File: src/rtl/frame_acc.sv
`default_nettype none
// ============================================================================
//  Module   : frame_acc
//  Brief    : Accumulates FRAME_LEN unsigned MAC samples into one saturating
//             frame sum. The sum is presented with a valid/ready handshake,
//             and samples offered while not accepting are counted.
//  Revision : 1.0  initial release
// ============================================================================

// Shared widths of the MAC datapath.
package p;
  localparam int SIZE_DATA_OUT = 16;  // width of one MAC product-sum sample
  localparam int SIZE_REG      = 8;   // width of the MAC operand registers
endpackage

module frame_acc
  import p::*;
#(
  parameter int FRAME_LEN = 8,                  // samples per frame, 2..256
  parameter int ACC_W     = SIZE_DATA_OUT + 8   // accumulator width, >= SIZE_DATA_OUT
) (
  input  logic                     clk,
  input  logic                     rst_n,
  input  logic                     in_valid,
  input  logic [SIZE_DATA_OUT-1:0] in_data,
  input  logic                     start,
  input  logic                     out_ready,
  output logic                     in_ready,
  output logic                     out_valid,
  output logic [ACC_W-1:0]         out_sum,
  output logic                     out_sat,
  output logic [7:0]               drop_cnt
);

  // One extra bit so that cnt can hold FRAME_LEN itself without wrapping.
  localparam int                CNT_W    = $clog2(FRAME_LEN) + 1;
  localparam logic [CNT_W-1:0]  CNT_LAST = CNT_W'(FRAME_LEN - 1);
  localparam int                EXT_W    = ACC_W + 1 - SIZE_DATA_OUT;

  typedef enum logic [1:0] {
    IDLE  = 2'd0,
    ACCUM = 2'd1,
    HOLD  = 2'd2
  } state_t;

  state_t           state;
  state_t           state_next;
  logic [ACC_W-1:0] acc;
  logic [CNT_W-1:0] cnt;
  logic             sat;
  logic             accept;
  logic             drop;
  logic             clear;
  logic [ACC_W:0]   sum_wide;

  // Outputs depend on registered state only, so there is no combinational
  // path from in_valid or out_ready to any output.
  assign in_ready  = (state == ACCUM);
  assign out_valid = (state == HOLD);
  assign out_sum   = acc;
  assign out_sat   = sat;

  // A start while accumulating restarts the frame, so a sample offered in
  // that same cycle is discarded rather than folded into the new frame.
  assign accept = in_valid && (state == ACCUM) && !start;
  assign drop   = in_valid && ((state != ACCUM) || start);
  // Start is ignored in HOLD, so the held result survives until it is taken.
  assign clear  = start && (state != HOLD);

  // One bit wider than acc so that overflow is visible as the carry.
  assign sum_wide = {1'b0, acc} + {{EXT_W{1'b0}}, in_data};

  // State register.
  always_ff @(posedge clk or negedge rst_n) begin
    if (!rst_n) begin
      state <= IDLE;
    end else begin
      state <= state_next;
    end
  end

  // Next-state logic: accept FRAME_LEN samples, then hold until consumed.
  always_comb begin
    state_next = state;
    case (state)
      IDLE: begin
        if (start) begin
          state_next = ACCUM;
        end
      end
      ACCUM: begin
        if (accept && (cnt == CNT_LAST)) begin
          state_next = HOLD;
        end
      end
      HOLD: begin
        if (out_ready) begin
          state_next = IDLE;
        end
      end
      default: state_next = IDLE;
    endcase
  end

  // Accumulator, sample counter and sticky saturation flag.
  always_ff @(posedge clk or negedge rst_n) begin
    if (!rst_n) begin
      acc <= '0;
      cnt <= '0;
      sat <= 1'b0;
    end else if (clear) begin
      acc <= '0;
      cnt <= '0;
      sat <= 1'b0;
    end else if (accept) begin
      if (sum_wide[ACC_W]) begin
        acc <= '1;
        sat <= 1'b1;
      end else begin
        acc <= sum_wide[ACC_W-1:0];
      end
      cnt <= cnt + 1'b1;
    end
  end

  // Lost-sample counter. It saturates at 255 and is cleared only by reset.
  always_ff @(posedge clk or negedge rst_n) begin
    if (!rst_n) begin
      drop_cnt <= 8'd0;
    end else if (drop && (drop_cnt != 8'hFF)) begin
      drop_cnt <= drop_cnt + 8'd1;
    end
  end

endmodule

`default_nettype wire

File: config.mk
export PLATFORM = sky130hd
export DESIGN_NAME = frame_acc
export DESIGN_NICKNAME = d
export VERILOG_FILES = /design/src/rtl/frame_acc.sv
export SDC_FILE = /design/constraint.sdc
export NUM_CORES = 1
export LEC_CHECK = 0
export ABC_AREA = 1
export CORE_UTILIZATION = 40
export DETAILED_ROUTE_END_ITERATION = 16
export SLEW_MARGIN = 20
export SYNTH_ARGS = -nofsm -noshare
export SYNTH_HDL_FRONTEND = slang
export SYNTH_SLANG_ARGS = --single-unit
File: constraint.sdc
create_clock -name clk -period 2.95 [get_ports clk]
set_clock_uncertainty 0.2 [all_clocks]
set_input_delay 0.295 -clock clk [delete_from_list [all_inputs] [get_ports clk]]
set_output_delay 0.295 -clock clk [all_outputs]
set_load 0.02 [all_outputs]
After elaboration in Yosys (flattened, before gate mapping)
Index checks and enable logic that the tools add are counted.
{"block": "totals", "in_bits": 21, "regBits": 39, "output_inout_bits": 35}
{"block": "classes", "n_reduce_logical": 13, "n_mux": 12, "addsub": 3, "n_eq_ne": 9}
{"op": "$mux 24", "n": 3}
{"op": "$add 24x16->25", "n": 1}
{"op": "$add 8x1->8 const B", "n": 1}
{"op": "$mux 4", "n": 2}
{"op": "$ne 8x8->1 const B", "n": 1}
{"op": "$logic_and 1x1->1", "n": 6}
{"op": "$mux 2", "n": 3}
{"op": "$ne 2x2->1 const B", "n": 3}
{"op": "$pmux 2 s3", "n": 1}
{"op": "$add 4x1->4 const B", "n": 1}
{"op": "$eq 4x3->1 const B", "n": 1}
{"op": "$ne 2x1->1 const B", "n": 2}
{"op": "$reduce_bool 2->1", "n": 2}
{"op": "$mux 1", "n": 3}
{"op": "$reduce_and 3->1", "n": 1}
{"op": "$eq 2x1->1 const B", "n": 1}
{"op": "$eq 2x2->1 const B", "n": 1}
{"op": "$logic_not 2->1", "n": 1}
{"op": "$reduce_and 2->1", "n": 1}
{"op": "$logic_not 1->1", "n": 1}
{"op": "$logic_or 1x1->1", "n": 1}

Logic depth before layout (Yosys ltp)
{"block": "depth", "word_depth": 6, "depth_mapped": 13}

Least setup slack after synthesis
OpenSTA, ideal clock, no wires.
{"block": "synth_path", "kind": "register to register", "from": "reg acc[0] (netlist: out_sum[0])", "to": "reg acc[15] (netlist: out_sum[15])", "stages_incl_launch_ff": 14, "slack_ns": 0.712, "path_buffers": 1, "t_arrival_ns": 1.915, "period_less_slack_ns": 2.238, "t_required_ns": 2.627, "setup_time_ns": 0.123, "cell_sequence": "dfrtp_1 > ha_1 > fa_1 > nand2_1 > nand3_1 > nand3_2 > nand2_2 > nand2_2 > nand2_4 > nand3_4 > buf_6 > nand2_1 > inv_2 > nand2_1"}
{"block": "synth_between", "elab_chain_cells": 4}
{"element": "from (decl)", "line": "48", "rtl": "logic [ACC_W-1:0] acc;"}
{"element": "from (signal assigned)", "line": "120", "rtl": "acc <= sum_wide[ACC_W-1:0];"}
{"element": "$add 24x16->25", "line": "71", "rtl": "assign sum_wide = {1'b0, acc} + {{EXT_W{1'b0}}, in_data};"}
{"element": "$mux 24", "line": "116", "rtl": "if (sum_wide[ACC_W]) begin"}
{"element": "$mux 24", "line": "115", "rtl": "end else if (accept) begin"}
{"element": "$mux 24", "line": "111", "rtl": "end else if (clear) begin"}
No other way between the ends. The select of a mux whose other input is x is not followed.
A chain may end at the register's enable or synchronous reset.

Worst setup path in the final report
{"block": "layout_path", "from": "reg acc[0] (netlist: out_sum[0])", "to": "reg acc[17] (netlist: out_sum[17])"}
The elaborated chain is that of the path after synthesis.

==> key figures <==
Die
  • DIE HEIGHT: 90.8 um
  • Rows: 32
  • Die width: 90.8 um
  • Die Footprint: ~0.0083 mm2
  • IO Pins: between 50 and 60
  • Core Region: about 0.0077 mm2
  • Initial Util: 0.411

Routing
  • Total Wirelength: between 8000 and 9000 um
  • DRT antenna net count: 0
  • Number of DRC markers in iteration 0: between 150 and 200
  • DRT Pass-1 Iters: 4
  • Via count: roughly 3200
  • Vias per cell: 4.91
  • WL/cell: about 13 um
  • Remaining DRCs: 0

Placed design
  • Port bufs: 55
  • GP Congestion: between 0.8 and 0.9
  • Placed Area: between 0.003 and 0.004 mm2
  • Placed wire-length estimate: 6260 um

Status
  • Status: finished, final reports clean

Critical path
  • Slowest-stage cell, CP: fa_1
  • Crit path DAT: 2.44 ns
  • R2r setup slk: 0.51 ns
  • CP Launch Type: flop
  • Delay of the slowest critical-path stage: between 0.4 and 0.5 ns
  • Worst r2r src: out_sum[0]
  • CP Launch Point: out_sum[0]
  • Crit path cell chain: ha_1 -> fa_1 -> nand2_1 -> nand3_1 -> nand3_2 -> nand2_2 -> nand2_2 -> nand2_4 -> nand3_4 -> o21ai_1 -> inv_1 -> nand2_1
  • Critical path class: flop to flop
  • R2R Path End: out_sum[17]
  • FF-to-FF path depth: 12
  • CP max FO: 23
  • Required time worst endpoint: approximately 3.0 ns
  • Critical Path End Type: flop

Final layout
  • Layout cells sized above 1: 0.0776
  • Commonest non-fill, non-tap cell in the layout: nand2_1
  • Nets@finish: 580
  • # diodes: 0
  • Core Util, Final: 0.508
  • Number of fill cells: a little over 800
  • Design area: between 0.003 and 0.004 mm2
  • Most frequent cells in the layout: 168 x nand2_1, 70 x inv_1, 54 x clkdlybuf4s50_1
  • Area Growth Syn to Fin: 23.7%

CTS
  • Worst-path clk slew: ~0.090 ns
  • Num CTS Buffers: 5
  • Root Driver: clkbuf_8
  • CTS Buffer Depth: 2
  • # Post-CTS Setup Buffers: 0
  • Clock latency on the worst-skew pair: about 0.31 ns
  • CTS tree: yes
  • CTS sink count: 39
  • Htree depth: 2

GRT
  • Number of global-route vias before repair: around 3000
  • Total grt overflow: 0
  • Initial antenna violation count: 0
  • Total track usage: 0.216
  • Largest net degree at the start of global routing: 40
  • First-pass GRT wire length: between 10000 and 15000 um

STA
  • Worst slew pin tran: around 0.9 ns
  • Max Clock Freq: between 400 and 500 MHz
  • Fin Hold WS: around 0.32 ns
  • Final critical-path required period: 2.44 ns
  • Setup tns final: 0 ns
  • Unrepaired setup endpoints after global routing: no
  • Rel. slew slack: 0.404
  • Final number of setup-violating endpoints: 0
  • Final period utilization: 0.827
  • Fin. max-slew vios: 0
  • Hold Vio Cnt, Final: 0

Hold path
  • Hold_sp: drop_cnt[4]
  • Hold WC Path Type: flop to flop
  • Worst hold path depth: 1
  • Worst Hold Endpoint: drop_cnt[4]

Pwr
  • Switching Fraction: 0.436
  • P_leak: between 2 and 2.5 nW
  • Max VDD drop: 241 uV
  • Pwr/cell area: around 550 mW/mm2
  • Share of total power in sequential cells: 0.336
  • Clk pwr share: 0.184
  • Sw power: roughly 0.00093 W
  • Cell-internal power: roughly 0.0012 W
  • Gate power share: 0.479

Synth
  • Synth warn: 0
  • Number of register bits inferred by synthesis: 39
  • Cell Area, Synth: ~0.0032 mm2
  • Syn Area/Cell: ~6.6 um2
  • Register area share after synthesis: 0.309
  • Synth unique cells: 38
  • Syn Nets: around 520
  • Mapped Cells: between 400 and 500

Job
  • # Max-Cap Violations: 0
-- per-stage QoR --
| stage | power [W] | instances | worst slack [ns] |
|---|---|---|---|
| after floorplan | 0.00138 | 481 | 0.712 |
| after global placement | 0.00175 | 634 | 0.263 |
| after detailed placement | 0.00175 | 634 | 0.181 |
| after CTS | 0.00216 | 643 | 0.495 |
| after global routing | 0.00231 | 643 | 0.287 |
| final | 0.00214 | 643 | 0.510 |
-- what timing repair did --
| action | in CTS | in global routing |
|---|---|---|
| hold endpoints to repair | 39 | 0 |
| resized for setup | 0 | 0 |
| hold buffers | 1 | 0 |
-- logic make-up after synthesis --
group,count (synthesis),synth area share
compound gates,46,0.0848
xor+xnor,7,0.0194
fa+ha+maj,19,0.0777
buf+inv,87,0.109
flops,39,0.309
simple gates,283,0.400
-- flip-flops by register name, indices dropped and copies added (netlist names) --
signal    flops
cnt           4
drop_cnt      8
out_sat       1
out_sum      24
state         2
-- synth_stat cells --
cell,instances,share of area
nor2_4,1,0.0036
nand3b_1,6,0.014
ha_1,18,0.071
buf_4,2,0.0048
inv_2,11,0.013
nor3_1,1,0.0016
o21bai_1,1,0.0024
nand4_1,8,0.016
nand2_4,1,0.0036
nor3b_2,1,0.0040
a21oi_2,1,0.0028
nor3_2,2,0.0063
o31ai_1,2,0.0048
dfrtp_1,39,0.31
a21boi_1,1,0.0024
nor4_1,1,0.0020
nor2_1,31,0.037
nand3_4,1,0.0055
a21oi_1,16,0.025
o21ai_0,14,0.022
fa_1,1,0.0063
nand3_1,48,0.076
and2_1,3,0.0059
nor2_2,1,0.0020
nand2_1,168,0.20
or2_1,2,0.0040
nand3_2,2,0.0063
buf_2,3,0.0048
nand2_2,3,0.0059
buf_6,1,0.0036
o21ai_2,4,0.011
o211ai_1,2,0.0048
inv_1,70,0.083
xor2_1,5,0.014
or2_2,3,0.0059
o21ai_1,4,0.0063
o311ai_1,1,0.0028
xnor2_1,2,0.0055
-- cell type report --
type | count | area [um2] | area share
clock buffer | 5 | 68.8 | 0.0176
clock inverter | 3 | 23.8 | 0.00609
inverter | 81 | 304 | 0.0778
multi-input combinational | 355 | 1840 | 0.470
sequential | 39 | 976 | 0.250
tap | 102 | 128 | 0.0327
timing repair buffer | 58 | 571 | 0.146
-- worst max-delay path, delay by kind of cell, from the launching register on --
| kind | cells | cell delay, ns |
|---|---|---|
| adders and majority gates | 2 | 0.69 |
| DFF | 1 | 0.41 |
| buffers and inverters | 1 | 0.07 |
| and+or+nand+nor | 8 | 0.83 |
| AOI/OAI and AO/OA | 1 | 0.12 |
-- worst max path at each step --
stage	to	slack, ns	cells after the start
finish	out_sum[17]	0.51	12
global route	out_sum[15]	0.29	12
CTS	out_sum[21]	0.50	12
detailed placement	out_sum[21]	0.18	13
global placement	out_sum[17]	0.26	13
floorplan	out_sum[15]	0.71	13
-- per-layer routing --
metal	global-route usage	up-vias	part of all wire
li1	-	1639	-
met1	0.294	1437	0.47
met2	0.362	77	0.46
met3	0.0295	6	0.058
met4	0.0503	0	0.0087
met5	0	-	0
-- power by group through the flow --
stage               clock network, W  logic (W)  registers (W)
floorplan                          0   0.000554       0.000823
global placement                   0    0.00102       0.000729
detailed placement                 0    0.00102       0.000732
CTS                         0.000410    0.00103       0.000723
global route                0.000428    0.00114       0.000741
finish                      0.000395    0.00103       0.000721
(Power assumes the default switching activity.)
